==> src/rtl/pipe_ctrl_pkg.sv <==
// Shared types and constants for the pipeline hazard/sequencing controller.
//   pctrl_state_e : controller state (RUN, REDIR_WAIT)
//   NOP_INSTR     : encoding of addi x0,x0,0 used when IF/ID is cleared
//   reg_match     : true when a used source register equals a destination register
package pipe_ctrl_pkg;

  typedef enum logic {
    RUN,
    REDIR_WAIT
  } pctrl_state_e;

  localparam logic [31:0] NOP_INSTR = 32'h0000_0013;

  function automatic logic reg_match(input logic use_r, input logic [4:0] rs,
                                     input logic [4:0] rd);
    return use_r & (rs == rd);
  endfunction

endpackage

==> src/rtl/pipeline_ctrl_if.sv <==
// Handshake/control bundle between the pipeline datapath and pipeline_ctrl.
//   master : datapath side (drives hazard/bus status, receives stall/flush/redirect)
//   slave  : controller side
// Signals (see pipeline_ctrl header for meaning):
//   in  : if_req_i, if_ack_i, mem_req_i, mem_ack_i, IDEX_mem_read_i, IDEX_rd_addr_i,
//         IFID_rs1_addr_i, IFID_rs2_addr_i, IFID_use_rs1_i, IFID_use_rs2_i,
//         ex_redirect_i, ex_target_i
//   out : pc_stall_o, ifid_stall_o, ifid_flush_o, idex_stall_o, idex_flush_o,
//         exmem_stall_o, memwb_flush_o, redirect_valid_o, redirect_pc_o,
//         stall_cnt_o, flush_cnt_o
interface pipeline_ctrl_if #(
  parameter int unsigned ADDR_WIDTH = 32,
  parameter int unsigned CNT_WIDTH  = 32
) ();

  logic                  if_req_i;
  logic                  if_ack_i;
  logic                  mem_req_i;
  logic                  mem_ack_i;
  logic                  IDEX_mem_read_i;
  logic [4:0]            IDEX_rd_addr_i;
  logic [4:0]            IFID_rs1_addr_i;
  logic [4:0]            IFID_rs2_addr_i;
  logic                  IFID_use_rs1_i;
  logic                  IFID_use_rs2_i;
  logic                  ex_redirect_i;
  logic [ADDR_WIDTH-1:0] ex_target_i;

  logic                  pc_stall_o;
  logic                  ifid_stall_o;
  logic                  ifid_flush_o;
  logic                  idex_stall_o;
  logic                  idex_flush_o;
  logic                  exmem_stall_o;
  logic                  memwb_flush_o;
  logic                  redirect_valid_o;
  logic [ADDR_WIDTH-1:0] redirect_pc_o;
  logic [CNT_WIDTH-1:0]  stall_cnt_o;
  logic [CNT_WIDTH-1:0]  flush_cnt_o;

  modport master (
    output if_req_i, if_ack_i, mem_req_i, mem_ack_i, IDEX_mem_read_i, IDEX_rd_addr_i,
           IFID_rs1_addr_i, IFID_rs2_addr_i, IFID_use_rs1_i, IFID_use_rs2_i,
           ex_redirect_i, ex_target_i,
    input  pc_stall_o, ifid_stall_o, ifid_flush_o, idex_stall_o, idex_flush_o,
           exmem_stall_o, memwb_flush_o, redirect_valid_o, redirect_pc_o,
           stall_cnt_o, flush_cnt_o
  );

  modport slave (
    input  if_req_i, if_ack_i, mem_req_i, mem_ack_i, IDEX_mem_read_i, IDEX_rd_addr_i,
           IFID_rs1_addr_i, IFID_rs2_addr_i, IFID_use_rs1_i, IFID_use_rs2_i,
           ex_redirect_i, ex_target_i,
    output pc_stall_o, ifid_stall_o, ifid_flush_o, idex_stall_o, idex_flush_o,
           exmem_stall_o, memwb_flush_o, redirect_valid_o, redirect_pc_o,
           stall_cnt_o, flush_cnt_o
  );

endinterface

==> src/rtl/hazard_detect.sv <==
// Combinational load-use detector: a load in EX whose rd feeds a source that the
// ID instruction actually reads cannot be forwarded in time.
//   idex_mem_read : EX instruction is a load
//   idex_rd_addr  : rd of EX instruction
//   ifid_rs1_addr / ifid_rs2_addr : sources of ID instruction
//   ifid_use_rs1 / ifid_use_rs2   : ID instruction reads that source
//   load_use      : hazard detected
module hazard_detect
  import pipe_ctrl_pkg::*;
(
  input  logic       idex_mem_read,
  input  logic [4:0] idex_rd_addr,
  input  logic [4:0] ifid_rs1_addr,
  input  logic [4:0] ifid_rs2_addr,
  input  logic       ifid_use_rs1,
  input  logic       ifid_use_rs2,
  output logic       load_use
);

  // x0 is never written, so a load targeting it creates no dependency.
  assign load_use = idex_mem_read & (idex_rd_addr != 5'd0) &
                    (reg_match(ifid_use_rs1, ifid_rs1_addr, idex_rd_addr) |
                     reg_match(ifid_use_rs2, ifid_rs2_addr, idex_rd_addr));

endmodule

==> src/rtl/pipeline_ctrl.sv <==
// Hazard/sequencing controller for the 5-stage RV32 pipeline.
//   clk_i  : pipeline clock
//   rst_ni : async active-low reset
//   bus    : pipeline_ctrl_if.slave -- hazard/bus status in; per-register stall/flush,
//            redirect valid/pc and saturating stall/flush counters out.
// Data-bus waits freeze the whole front end and bubble MEM/WB. Taken EX redirects issue
// the same cycle unless an IF fetch is still in flight, in which case the target is parked
// until that fetch acks and the wrong-path instruction is discarded.
module pipeline_ctrl
  import pipe_ctrl_pkg::*;
#(
  parameter int unsigned ADDR_WIDTH = 32,
  parameter int unsigned CNT_WIDTH  = 32
) (
  input  logic         clk_i,
  input  logic         rst_ni,
  pipeline_ctrl_if.slave bus
);

  localparam logic [CNT_WIDTH-1:0] CntMax = '1;
  localparam logic [CNT_WIDTH-1:0] CntOne = {{(CNT_WIDTH-1){1'b0}}, 1'b1};

  pctrl_state_e          state_q, state_d;
  logic [ADDR_WIDTH-1:0] pend_pc_q, pend_pc_d;
  logic [CNT_WIDTH-1:0]  stall_cnt_q, stall_cnt_d;
  logic [CNT_WIDTH-1:0]  flush_cnt_q, flush_cnt_d;

  logic mem_wait;
  logic load_use;
  logic pc_stall, ifid_stall, ifid_flush, idex_stall, idex_flush;
  logic exmem_stall, memwb_flush, redirect_valid;
  logic [ADDR_WIDTH-1:0] redirect_pc;

  assign mem_wait = bus.mem_req_i & ~bus.mem_ack_i;

  hazard_detect u_hazard_detect (
    .idex_mem_read (bus.IDEX_mem_read_i),
    .idex_rd_addr  (bus.IDEX_rd_addr_i),
    .ifid_rs1_addr (bus.IFID_rs1_addr_i),
    .ifid_rs2_addr (bus.IFID_rs2_addr_i),
    .ifid_use_rs1  (bus.IFID_use_rs1_i),
    .ifid_use_rs2  (bus.IFID_use_rs2_i),
    .load_use      (load_use)
  );

  always_comb begin
    state_d        = state_q;
    pend_pc_d      = pend_pc_q;
    pc_stall       = 1'b0;
    ifid_stall     = 1'b0;
    ifid_flush     = 1'b0;
    idex_stall     = 1'b0;
    idex_flush     = 1'b0;
    exmem_stall    = 1'b0;
    memwb_flush    = 1'b0;
    redirect_valid = 1'b0;
    redirect_pc    = (state_q == REDIR_WAIT) ? pend_pc_q : bus.ex_target_i;

    case (state_q)
      RUN: begin
        if (mem_wait) begin
          // EX is held, so a redirect there is simply re-presented once the bus is free.
          pc_stall    = 1'b1;
          ifid_stall  = 1'b1;
          idex_stall  = 1'b1;
          exmem_stall = 1'b1;
          memwb_flush = 1'b1;
        end else if (bus.ex_redirect_i) begin
          ifid_flush = 1'b1;
          idex_flush = 1'b1;
          if (!bus.if_req_i || bus.if_ack_i) begin
            redirect_valid = 1'b1;
          end else begin
            // Fetch in flight: cannot retarget the PC until it completes.
            pc_stall  = 1'b1;
            pend_pc_d = bus.ex_target_i;
            state_d   = REDIR_WAIT;
          end
        end else if (load_use) begin
          pc_stall   = 1'b1;
          ifid_stall = 1'b1;
          idex_flush = 1'b1;
        end
      end
      REDIR_WAIT: begin
        // IF/ID is cleared every cycle, so flush takes precedence over any freeze stall.
        pc_stall   = 1'b1;
        ifid_flush = 1'b1;
        if (mem_wait) begin
          idex_stall  = 1'b1;
          exmem_stall = 1'b1;
          memwb_flush = 1'b1;
        end
        if (bus.if_ack_i) begin
          redirect_valid = 1'b1;
          state_d        = RUN;
        end
      end
      default: state_d = RUN;
    endcase
  end

  always_comb begin
    stall_cnt_d = stall_cnt_q;
    flush_cnt_d = flush_cnt_q;
    if (pc_stall && (stall_cnt_q != CntMax)) begin
      stall_cnt_d = stall_cnt_q + CntOne;
    end
    if (redirect_valid && (flush_cnt_q != CntMax)) begin
      flush_cnt_d = flush_cnt_q + CntOne;
    end
  end

  always_ff @(posedge clk_i or negedge rst_ni) begin
    if (!rst_ni) begin
      state_q     <= RUN;
      pend_pc_q   <= '0;
      stall_cnt_q <= '0;
      flush_cnt_q <= '0;
    end else begin
      state_q     <= state_d;
      pend_pc_q   <= pend_pc_d;
      stall_cnt_q <= stall_cnt_d;
      flush_cnt_q <= flush_cnt_d;
    end
  end

  assign bus.pc_stall_o       = pc_stall;
  assign bus.ifid_stall_o     = ifid_stall;
  assign bus.ifid_flush_o     = ifid_flush;
  assign bus.idex_stall_o     = idex_stall;
  assign bus.idex_flush_o     = idex_flush;
  assign bus.exmem_stall_o    = exmem_stall;
  assign bus.memwb_flush_o    = memwb_flush;
  assign bus.redirect_valid_o = redirect_valid;
  assign bus.redirect_pc_o    = redirect_pc;
  assign bus.stall_cnt_o      = stall_cnt_q;
  assign bus.flush_cnt_o      = flush_cnt_q;

endmodule

==> src/flat_wrapper.sv <==
// flat-port wrapper written by rule: the top's interface ports become plain ports
module pipeline_ctrl_flat import pipe_ctrl_pkg::*;
#(
  parameter int unsigned ADDR_WIDTH = 32,
  parameter int unsigned CNT_WIDTH  = 32
)
  (clk_i, rst_ni, bus_if_req_i, bus_if_ack_i, bus_mem_req_i, bus_mem_ack_i, bus_IDEX_mem_read_i, bus_IDEX_rd_addr_i, bus_IFID_rs1_addr_i, bus_IFID_rs2_addr_i, bus_IFID_use_rs1_i, bus_IFID_use_rs2_i, bus_ex_redirect_i, bus_ex_target_i, bus_pc_stall_o, bus_ifid_stall_o, bus_ifid_flush_o, bus_idex_stall_o, bus_idex_flush_o, bus_exmem_stall_o, bus_memwb_flush_o, bus_redirect_valid_o, bus_redirect_pc_o, bus_stall_cnt_o, bus_flush_cnt_o);
  pipeline_ctrl_if #(.ADDR_WIDTH(ADDR_WIDTH), .CNT_WIDTH(CNT_WIDTH)) bus_i ();
  input  logic clk_i;
  input  logic rst_ni;
  input wire logic [$bits(bus_i.if_req_i)-1:0] bus_if_req_i;
  input wire logic [$bits(bus_i.if_ack_i)-1:0] bus_if_ack_i;
  input wire logic [$bits(bus_i.mem_req_i)-1:0] bus_mem_req_i;
  input wire logic [$bits(bus_i.mem_ack_i)-1:0] bus_mem_ack_i;
  input wire logic [$bits(bus_i.IDEX_mem_read_i)-1:0] bus_IDEX_mem_read_i;
  input wire logic [$bits(bus_i.IDEX_rd_addr_i)-1:0] bus_IDEX_rd_addr_i;
  input wire logic [$bits(bus_i.IFID_rs1_addr_i)-1:0] bus_IFID_rs1_addr_i;
  input wire logic [$bits(bus_i.IFID_rs2_addr_i)-1:0] bus_IFID_rs2_addr_i;
  input wire logic [$bits(bus_i.IFID_use_rs1_i)-1:0] bus_IFID_use_rs1_i;
  input wire logic [$bits(bus_i.IFID_use_rs2_i)-1:0] bus_IFID_use_rs2_i;
  input wire logic [$bits(bus_i.ex_redirect_i)-1:0] bus_ex_redirect_i;
  input wire logic [$bits(bus_i.ex_target_i)-1:0] bus_ex_target_i;
  output wire logic [$bits(bus_i.pc_stall_o)-1:0] bus_pc_stall_o;
  output wire logic [$bits(bus_i.ifid_stall_o)-1:0] bus_ifid_stall_o;
  output wire logic [$bits(bus_i.ifid_flush_o)-1:0] bus_ifid_flush_o;
  output wire logic [$bits(bus_i.idex_stall_o)-1:0] bus_idex_stall_o;
  output wire logic [$bits(bus_i.idex_flush_o)-1:0] bus_idex_flush_o;
  output wire logic [$bits(bus_i.exmem_stall_o)-1:0] bus_exmem_stall_o;
  output wire logic [$bits(bus_i.memwb_flush_o)-1:0] bus_memwb_flush_o;
  output wire logic [$bits(bus_i.redirect_valid_o)-1:0] bus_redirect_valid_o;
  output wire logic [$bits(bus_i.redirect_pc_o)-1:0] bus_redirect_pc_o;
  output wire logic [$bits(bus_i.stall_cnt_o)-1:0] bus_stall_cnt_o;
  output wire logic [$bits(bus_i.flush_cnt_o)-1:0] bus_flush_cnt_o;
  assign bus_i.if_req_i = bus_if_req_i;
  assign bus_i.if_ack_i = bus_if_ack_i;
  assign bus_i.mem_req_i = bus_mem_req_i;
  assign bus_i.mem_ack_i = bus_mem_ack_i;
  assign bus_i.IDEX_mem_read_i = bus_IDEX_mem_read_i;
  assign bus_i.IDEX_rd_addr_i = bus_IDEX_rd_addr_i;
  assign bus_i.IFID_rs1_addr_i = bus_IFID_rs1_addr_i;
  assign bus_i.IFID_rs2_addr_i = bus_IFID_rs2_addr_i;
  assign bus_i.IFID_use_rs1_i = bus_IFID_use_rs1_i;
  assign bus_i.IFID_use_rs2_i = bus_IFID_use_rs2_i;
  assign bus_i.ex_redirect_i = bus_ex_redirect_i;
  assign bus_i.ex_target_i = bus_ex_target_i;
  assign bus_pc_stall_o = bus_i.pc_stall_o;
  assign bus_ifid_stall_o = bus_i.ifid_stall_o;
  assign bus_ifid_flush_o = bus_i.ifid_flush_o;
  assign bus_idex_stall_o = bus_i.idex_stall_o;
  assign bus_idex_flush_o = bus_i.idex_flush_o;
  assign bus_exmem_stall_o = bus_i.exmem_stall_o;
  assign bus_memwb_flush_o = bus_i.memwb_flush_o;
  assign bus_redirect_valid_o = bus_i.redirect_valid_o;
  assign bus_redirect_pc_o = bus_i.redirect_pc_o;
  assign bus_stall_cnt_o = bus_i.stall_cnt_o;
  assign bus_flush_cnt_o = bus_i.flush_cnt_o;
  pipeline_ctrl #(.ADDR_WIDTH(ADDR_WIDTH), .CNT_WIDTH(CNT_WIDTH)) u_core (.clk_i(clk_i), .rst_ni(rst_ni), .bus(bus_i));
endmodule
==> config.mk <==
export PLATFORM = sky130hd
export DESIGN_NAME = pipeline_ctrl_flat
export DESIGN_NICKNAME = d
export VERILOG_FILES = /design/src/rtl/pipe_ctrl_pkg.sv /design/src/rtl/pipeline_ctrl_if.sv /design/src/rtl/hazard_detect.sv /design/src/rtl/pipeline_ctrl.sv /design/src/flat_wrapper.sv
export SDC_FILE = /design/constraint.sdc
export NUM_CORES = 1
export LEC_CHECK = 0
export CAP_MARGIN = 25
export CORE_MARGIN = 3
export CORE_UTILIZATION = 55
export DETAILED_ROUTE_END_ITERATION = 6
export DONT_BUFFER_PORTS = 1
export PLACE_DENSITY = 0.71
export SETUP_SLACK_MARGIN = 0.1
export SLEW_MARGIN = 20
export SYNTH_ARGS = -nofsm -noshare
export SYNTH_HDL_FRONTEND = slang
export SYNTH_SLANG_ARGS = --single-unit
==> constraint.sdc <==
create_clock -name clk_i -period 2.83 [get_ports clk_i]
set_input_delay 0 -clock clk_i [delete_from_list [all_inputs] [get_ports clk_i]]
set_output_delay 0 -clock clk_i [all_outputs]
set_load 0.02 [all_outputs]
### Yosys cells after proc, flatten, opt, wreduce, memory -nomap -nowiden

Cells that the tools add are included.

| word-level totals | value |
|---|---|
| bits in latches | 0 |
| memories | 0 |
| memory bits (writable) | 0 |
| output and inout port bits | 104 |
| input port bits | 57 |
| memory bits (read-only) | 0 |
| logic and storage cells | 51 |
| register bits after elaboration | 97 |

| operators by class | value |
|---|---|
| magnitude comparators | 0 |
| muxes and demuxes | 25 |
| shift-type cells | 0 |
| add/subtract/negate cells | 2 |
| equality and inequality tests | 4 |
| reduce and logical (&&, ||, !) cells | 6 |
| bitwise gates (word level) | 10 |
| divide/modulo/power cells | 0 |
| multiply operators | 0 |

Operators with widths:

| cell | count |
|---|---|
| 32-bit by 1-bit adder with 32-bit output (second input constant) | 2 |
| 32-bit inequality test (second input constant) | 2 |
| 32-bit two-way mux | 1 |
| 1-bit two-way mux | 20 |
| 5-bit == test | 2 |
| 1-bit case mux with 2 select lines | 4 |
| 1-bit AND | 5 |
| 5-bit nonzero test | 1 |
| 1-bit inverter | 4 |
| 4-bit AND reduction | 1 |
| 1-bit logical AND | 2 |
| 1-bit logical NOT | 1 |
| 1-bit logical OR | 1 |
| 1-bit bitwise OR | 1 |

### Depth between registers and ports, before layout

Gate-level depths: netlist of run 1.

| logic depth | value |
|---|---|
| depth in word-level cells | 9 |
| depth in mapped cells | 8 |
| depth with buffers taken out | 7 |

### By module

From an unflattened synthesis of run 1, not the netlist that was laid out.

| second synthesis, totals | value |
|---|---|
| cells, all modules | 424 |
| area total of the unflattened synthesis | 4998.5 µm² |

By module, submodules not included:

| module | seq. area each (µm²) | cells each | instances | area each (µm²) |
|---|---|---|---|---|
| pipeline_ctrl | 2427.3 | 407 | 1 | 4864.7 |
| hazard_detect | 0.0 | 17 | 1 | 133.9 |

### Least setup slack after synthesis of run 1

OpenSTA, ideal clock, no wires.

| timing | value |
|---|---|
| kind | register to register |
| start | register u_core.flush_cnt_q[10] (netlist: u_core.bus.flush_cnt_o[10]) |
| end | register u_core.flush_cnt_q[8] (netlist: u_core.bus.flush_cnt_o[8]) |
| setup slack | 0.574 ns |
| setup time | 0.133 ns |
| arrival time | 2.123 ns |
| period minus slack after synthesis | 2.256 ns |
| stages on the path, launching flop included | 8 |
| cell sequence | dfrtp_1 nand4_1 nor4_2 nand4_1 and2_1 clkbuf_1 and3_1 xor2_1 |

| between the ends | value |
|---|---|
| word-level cells in the longest chain between the ends | 2 |

RTL lines:

| element | line | text |
|---|---|---|
| from (decl) | pipeline_ctrl.sv:26 | `logic [CNT_WIDTH-1:0] flush_cnt_q, flush_cnt_d;` |
| from (signal assigned) | pipeline_ctrl.sv:124 | `flush_cnt_q <= flush_cnt_d;` |
| 32-bit inequality test | pipeline_ctrl.sv:109 | `if (redirect_valid && (flush_cnt_q != CntMax)) begin` |
| 1-bit logical AND | pipeline_ctrl.sv:109 |  |

No other way between the ends.
A chain may end at the register's enable or synchronous reset.

### Final worst setup path of run 1

| timing | value |
|---|---|
| start | register u_core.state_q |
| end | register u_core.flush_cnt_q[15] (netlist: u_core.bus.flush_cnt_o[15]) |

| between the ends | value |
|---|---|
| word-level cells in the longest chain between the ends | 3 |

RTL lines:

| element | line | text |
|---|---|---|
| from (decl) | pipeline_ctrl.sv:23 | `pctrl_state_e state_q, state_d;` |
| from (signal assigned) | pipeline_ctrl.sv:121 | `state_q <= state_d;` |
| 1-bit inverter (no line) | n/a |  |
| 1-bit case mux with 2 select lines (*) | pipeline_ctrl.sv:59 | `case (state_q)` |
| via bus_redirect_valid_o | flat_wrapper.sv:30 | `output wire logic [$bits(bus_i.redirect_valid_o)-1:0] bus_redirect_valid_o;` |
| 1-bit logical AND (*) | pipeline_ctrl.sv:109 |  |

The timed path passes the listed nets; every way through them passes the cells marked *.

==> metrics.txt, run 1 <==
Power Density 601 mW/mm^2; reg-to-reg endpoint u_core.bus.flush_cnt_o[15]; Num CTS Buffers 9; register area share after synthesis 49.5%; outcome finished, final reports clean; Design Power 3.41 mW; pre-CTS setup slack 0.289 ns; CTS Root Cell clkbuf_8; htree depth 3; fin area 0.00567 mm^2; FF-to-FF path depth 5; Die Ht 100 um; vias per inst 5.93; Post-DRT Antenna Nets 0; drt initial violations 106; critical path class reg2reg; Rel. slew slack 43.3%; die width 100 um; Diodes inserted 0; dpl cell area 0.00510 mm^2; critical path required time 3.07 ns; Setup Viol. Count Final 0; IO Port Bufs 0; syn avg cell area 11.4 um^2; Routed WL per cell 19.6 um; Max Cap Viol 0; Cells after Synth 432; largest net degree at the start of global routing 98; crit path capture u_core.bus.flush_cnt_o[15]; hold_ws 0.0628 ns; Setup crit start u_core.state_q; final cell count without fillers 588; Core Box Area 0.00842 mm^2; # Post-CTS Setup Buffers 0; die area 0.0101 mm^2; Synth Cell Area 0.00491 mm^2; Synth cell types 38; register area 0.00243 mm^2; worst reg2reg startpoint u_core.state_q; top cells by area, synth dfrtp_1 49%, mux2_2 16%, xnor2_1 8.4%, xor2_1 3.7%, nand4_1 3.6%; DRT Wirelength 11500 um; synthesized net count 491; fillers 633; clk slew on worst S/H paths 0.10 ns; total number of vias 3486; Placed Instances 538; CTS tree done; first-pass iteration count of the detailed router 5; area of the multi-input gates 0.00236 mm^2; first-pass GRT wire length 18500 um; # rows 33; CP Capture Type flop; Synth async-reset ratio 100%; Max VDD drop 0.000483 V; number of global-route vias before repair 3694; worst slew pin tran 0.843 ns; RSZ-0062 raised after global routing false; hpwl dp 8120 um; #FFs+latches synth 97; ys flop type dfrtp_1; post-layout min period 2.44 ns; Clock Latency Late Sink 0.35 ns; area grow syn2layout 15.6%; count leader, synth dfrtp_1; Critical Path Fanout Max 9; final core utilization 67.4%; period utilization 86.3%; CTS Sinks 97; final hold violation count 0; layout cells sized above 1 22.8%; arrival time worst endpoint 2.68 ns; top cell type's share of synthesized area 49.5%; Placer Congestion 0.843; initial antenna violation count 0; GRT Overall Usage 22.9%; fin. max-slew vios 0; Post-synth EDFFs 0; Worst Skew 0.0124 ns; Highest Clock Rate 0.409 GHz; Synth area leader dfrtp_1; flop-to-flop setup slack 0.39 ns; setup tns final 0 ns; Initial Utilization 58.2%; Synth top cells by count 97 x dfrtp_1, 68 x mux2_2, 47 x xnor2_1, 28 x nand2_1, 28 x nand4_1; DRC viols 0; Yosys Warn Count 0; final worst setup slack 0.387 ns; Clock Tree Buf Depth 2; worst min-delay path class in2reg; CP Launch Type flop; grt total ovfl 0; Pleak 2.43 nW; I/O pins 161; nets@finish 538
==> final cells by class <==
type	instances	share of cell area, %
tap	105	2.32
multi-input combinational	307	41.7
inverter	10	0.662
timing repair buffer	54	9.00
clock buffer	10	2.43
sequential	97	42.8
clock inverter	5	1.12
==> routing by layer <==
metal	global-route usage [%]	routed length [um]
met5	0	0
met3	6.81	732
met4	7.98	247
met2	39.3	6040
met1	27.4	4500
==> state kept, by name, indices dropped and copies added (netlist names) <==
register                cells
u_core.state_q              1
u_core.bus.stall_cnt_o     32
u_core.pend_pc_q           32
u_core.bus.flush_cnt_o     32
==> worst max-delay path, stage by stage, from the launching register on <==
cell and delay [ns]:
dfrtp_1 0.50, o21bai_1 0.35, o21a_1 0.52, and4_1 0.37, or3b_2 0.47, xnor2_1 0.13
==> cells by family after synthesis <==
group,after synthesis,synth area share (%)
compound gates,12,2.04
xor+xnor,68,12.1
fa+ha+maj,2,0.510
buf+inv,28,2.52
flops,97,49.5
mux,69,15.8
simple gates,156,17.5
==> how the worst min path moves through the flow <==
stage / start / cells past startpoint / to / slack (ns)
floorplan: rst_ni / 0 / u_core.bus.flush_cnt_o[0] / -0.30
global placement: rst_ni / 0 / u_core.bus.stall_cnt_o[6] / -0.29
detailed placement: rst_ni / 0 / u_core.bus.stall_cnt_o[6] / -0.29
CTS: bus_ex_redirect_i / 4 / u_core.bus.stall_cnt_o[20] / 0.05
global route: bus_ex_redirect_i / 4 / u_core.bus.stall_cnt_o[30] / 0.07
finish: bus_ex_redirect_i / 4 / u_core.bus.stall_cnt_o[20] / 0.06
==> placed cells by master, fill, tap and decap left out, types with 6 or more instances in the layout <==
master | synthesis | final
and3_1 | 14 | 14
and4_1 | 6 | 6
buf_4 | 2 | 19
clkbuf_8 | 0 | 10
dfrtp_1 | 97 | 97
dlygate4sd3_1 | 0 | 34
inv_1 | 10 | 10
mux2_2 | 68 | 68
nand2_1 | 28 | 28
nand3_1 | 25 | 25
nand4_1 | 28 | 28
nor2_1 | 20 | 20
nor3_1 | 10 | 10
xnor2_1 | 47 | 47
xor2_1 | 21 | 21
==> power by group <==
part           total [mW]  leakage [nW]  internal (mW)  switching (mW)
logic               0.686          1.07          0.318           0.368
registers            1.81          1.26           1.58           0.229
clock network       0.915        0.0994          0.436           0.479
==> timing repair <==
action                                 CTS  global route
gates resized for setup                  0             1
setup endpoints to repair                0             3
endpoints found under the hold margin  130             0
hold buffers                            35             0
(Power assumes the default switching activity.)
==> run 2, diff against run 1 <==
--- a/config.mk
+++ b/config.mk
@@ -11,6 +11,7 @@
 export DETAILED_ROUTE_END_ITERATION = 6
 export DONT_BUFFER_PORTS = 1
 export PLACE_DENSITY = 0.71
+export REMOVE_ABC_BUFFERS = 1
 export SETUP_SLACK_MARGIN = 0.1
 export SLEW_MARGIN = 20
 export SYNTH_ARGS = -nofsm -noshare
==> run 2 against run 1 <==
Compared with the run above:
- total power decreased by 1.2%
- largest cell class unchanged
- maximum frequency shrank 1.7%
- non-clock buffer count is 5 lower
==> metrics.txt, run 2 (synthesis results as in run 1) <==
Critical Path Fanout Max 18 (was 9); final core utilization 66.7% (was 67.4%); Hold Crit Endpoint u_core.bus.stall_cnt_o[25] (was u_core.bus.stall_cnt_o[20]); outcome finished, final reports clean (unchanged); FF-to-FF path depth 7 (was 5); CTS Root Cell clkbuf_8 (unchanged); Hold Path Cell Cnt 4 (unchanged); area grow syn2layout 14.6% (was 15.6%); CP Capture Type flop (unchanged); worst reg2reg startpoint u_core.bus.stall_cnt_o[0] (was u_core.state_q); worst stage delay on the critical path 0.51 ns (was 0.52 ns); I/O pins 161 (unchanged); final hold violation count 0 (unchanged); switch share 32.4% (was 31.6%); Num CTS Buffers 9 (unchanged); Power Density 599 mW/mm^2 (was 601 mW/mm^2); CP top delay family flip-flops (was compound AO/OA/AOI/OAI gates); wire length on met3 1090 um (was 732 um); Die Ht 100 um (unchanged); hpwl dp 7780 um (was 8120 um); RSZ-0062 raised after global routing false (unchanged); first-pass iteration count of the detailed router 4 (was 5); Worst Skew 0.0141 ns (was 0.0124 ns); htree depth 3 (unchanged); highest metal used met4 (unchanged); Pleak 2.40 nW (was 2.43 nW); Max Cap Viol 0 (unchanged); DRT met1 WL 4400 um (was 4500 um); fin area 0.00562 mm^2 (was 0.00567 mm^2); # rows 33 (unchanged); Int Pwr 2.28 mW (was 2.33 mW); fillers 635 (was 633); Cell Chain, Critical Path ha_1, and2_0, nand3_1, nor4_1, a211oi_2, buf_4, mux2_2 (was o21bai_1, o21a_1, and4_1, or3b_2, xnor2_1); DRT Wirelength 11700 um (was 11500 um); flop-to-flop setup slack 0.34 ns (was 0.39 ns); die area 0.0101 mm^2 (unchanged); Initial Utilization 58.2% (unchanged); most common cell after layout, fill and taps aside dfrtp_1 (unchanged); most frequent cells in the layout 97 x dfrtp_1, 68 x mux2_2, 47 x xnor2_1 (unchanged); Clock Latency Late Sink 0.37 ns (was 0.35 ns); Routed WL per cell 20.0 um (was 19.6 um); die width 100 um (unchanged); Post-DRT Antenna Nets 0 (unchanged); vias per inst 5.94 (was 5.93); wire length on met2 6050 um (was 6040 um); arrival time worst endpoint 2.75 ns (was 2.68 ns); CTS tree done (unchanged); IO Port Bufs 0 (unchanged); PostCTS Resize Cnt 0 (unchanged); worst min-delay path class in2reg (unchanged); final worst setup slack 0.345 ns (was 0.387 ns); initial antenna violation count 0 (unchanged); fin. max-slew vios 0 (unchanged); reg-to-reg endpoint u_core.bus.stall_cnt_o[1] (was u_core.bus.flush_cnt_o[15]); number of global-route vias before repair 3507 (was 3694); Setup Viol. Count Final 0 (unchanged); worst slew pin tran 0.679 ns (was 0.843 ns); total number of vias 3469 (was 3486); # Post-CTS Setup Buffers 0 (unchanged); post-layout min period 2.49 ns (was 2.44 ns); Rel. slew slack 54.4% (was 43.3%); Switch Pwr 1.09 mW (was 1.08 mW); combinational power share 17.9% (was 20.1%); period utilization 87.8% (was 86.3%); Max stage delay cell, worst path dfrtp_1 (was o21a_1); CTS Sinks 97 (unchanged); Clock Tree Buf Depth 2 (unchanged); dpl cell area 0.00505 mm^2 (was 0.00510 mm^2); DRC viols 0 (unchanged); Max VDD drop 0.000432 V (was 0.000483 V); CP Launch Type flop (unchanged); clk slew on worst S/H paths 0.10 ns (about the same); nets@finish 533 (was 538); grt total ovfl 0 (unchanged); sequential power share 55.2% (was 53.0%); hold wc startpoint bus_ex_redirect_i (unchanged); Core Box Area 0.00842 mm^2 (unchanged); Highest Clock Rate 0.402 GHz (was 0.409 GHz); clock power share 26.9% (about the same); GRT Overall Usage 23.3% (was 22.9%); WP buf/inv 1 (was 0); drt initial violations 160 (was 106); first-pass GRT wire length 18400 um (was 18500 um); Placer Congestion 0.784 (was 0.843); largest net degree at the start of global routing 98 (unchanged); critical path class reg2reg (unchanged); Design Power 3.37 mW (was 3.41 mW); critical path required time 3.09 ns (was 3.07 ns); pre-CTS setup slack 0.372 ns (was 0.289 ns); layout cells sized above 1 21.5% (was 22.8%); Diodes inserted 0 (unchanged)
## run 2: cell count changes in the layout (fill, tap and decap cells not counted), sizes merged
cell,before,now
buf,20,14
clkinv,1,2
inv,12,11
dlygate4sd3,34,35
clkinvlp,1,2
## run 2: repair_timing
| action | 4_1_cts | 5_1_grt |
|---|---|---|
| endpoints found under the setup margin | 0 | 0 |
| endpoints found under the hold margin | 135 | 0 |
| hold buffers | 36 | 0 |
## run 2: how the worst max path moves through the flow
stage                           endpoint  slack, ns                       from  cells past startpoint
4_1_cts        u_core.bus.stall_cnt_o[1]       0.36  u_core.bus.stall_cnt_o[0]                      7
3_5_place_dp   u_core.bus.stall_cnt_o[1]       0.37  u_core.bus.stall_cnt_o[0]                      7
6_report       u_core.bus.stall_cnt_o[1]       0.34  u_core.bus.stall_cnt_o[0]                      7
2_1_floorplan  u_core.bus.stall_cnt_o[1]     -0.008             u_core.state_q                      4
5_1_grt        u_core.bus.stall_cnt_o[1]       0.22  u_core.bus.stall_cnt_o[0]                      7
3_3_place_gp   u_core.bus.stall_cnt_o[1]       0.45  u_core.bus.stall_cnt_o[0]                      7
## run 2: through the flow
| stage | cells | setup TNS [ns] | hold WS (ns) |
|---|---|---|---|
| 6_report | 584 | 0 | 0.0321 |
| 3_3_place_gp | 532 | 0 | -0.293 |
| 3_5_place_dp | 532 | 0 | -0.293 |
| 4_1_cts | 584 | 0 | 0.0159 |
| 2_1_floorplan | 414 | -0.00789 | -0.296 |
| 5_1_grt | 584 | 0 | 0.0300 |
## run 2: metal layers
metal	global-route usage, %	vias to the layer above
met2	40.4	131
li1	-	1606
met4	5.39	0
met3	8.27	11
met1	27.7	1721
met5	0	-
## run 2: area by class of cell
| cell class | instances | area (um^2) | share of cell area (%) |
|---|---|---|---|
| clock inverters | 6 | 67.6 | 1.20 |
| repair buffers | 49 | 475 | 8.46 |
| inverters | 10 | 37.5 | 0.668 |
| multi-input cells | 307 | 2350 | 41.9 |
| clock buffers | 10 | 128 | 2.27 |
| well taps | 105 | 131 | 2.34 |
| flip-flops and latches | 97 | 2430 | 43.2 |
## run 2: power groups by stage
| stage | combinational [mW] | clock (mW) | sequential [mW] |
|---|---|---|---|
| floorplan | 0.437 | 0 | 1.83 |
| global placement | 0.517 | 0 | 1.86 |
| detailed placement | 0.526 | 0 | 1.88 |
| CTS | 0.601 | 0.918 | 1.85 |
| global route | 0.660 | 0.998 | 1.89 |
| finish | 0.603 | 0.907 | 1.86 |
## run 2: tightest hold or removal path, stage by stage
cell      delay, ns
o21a_1         0.14
a211oi_2       0.09
nand2_1        0.08
xnor2_1        0.06
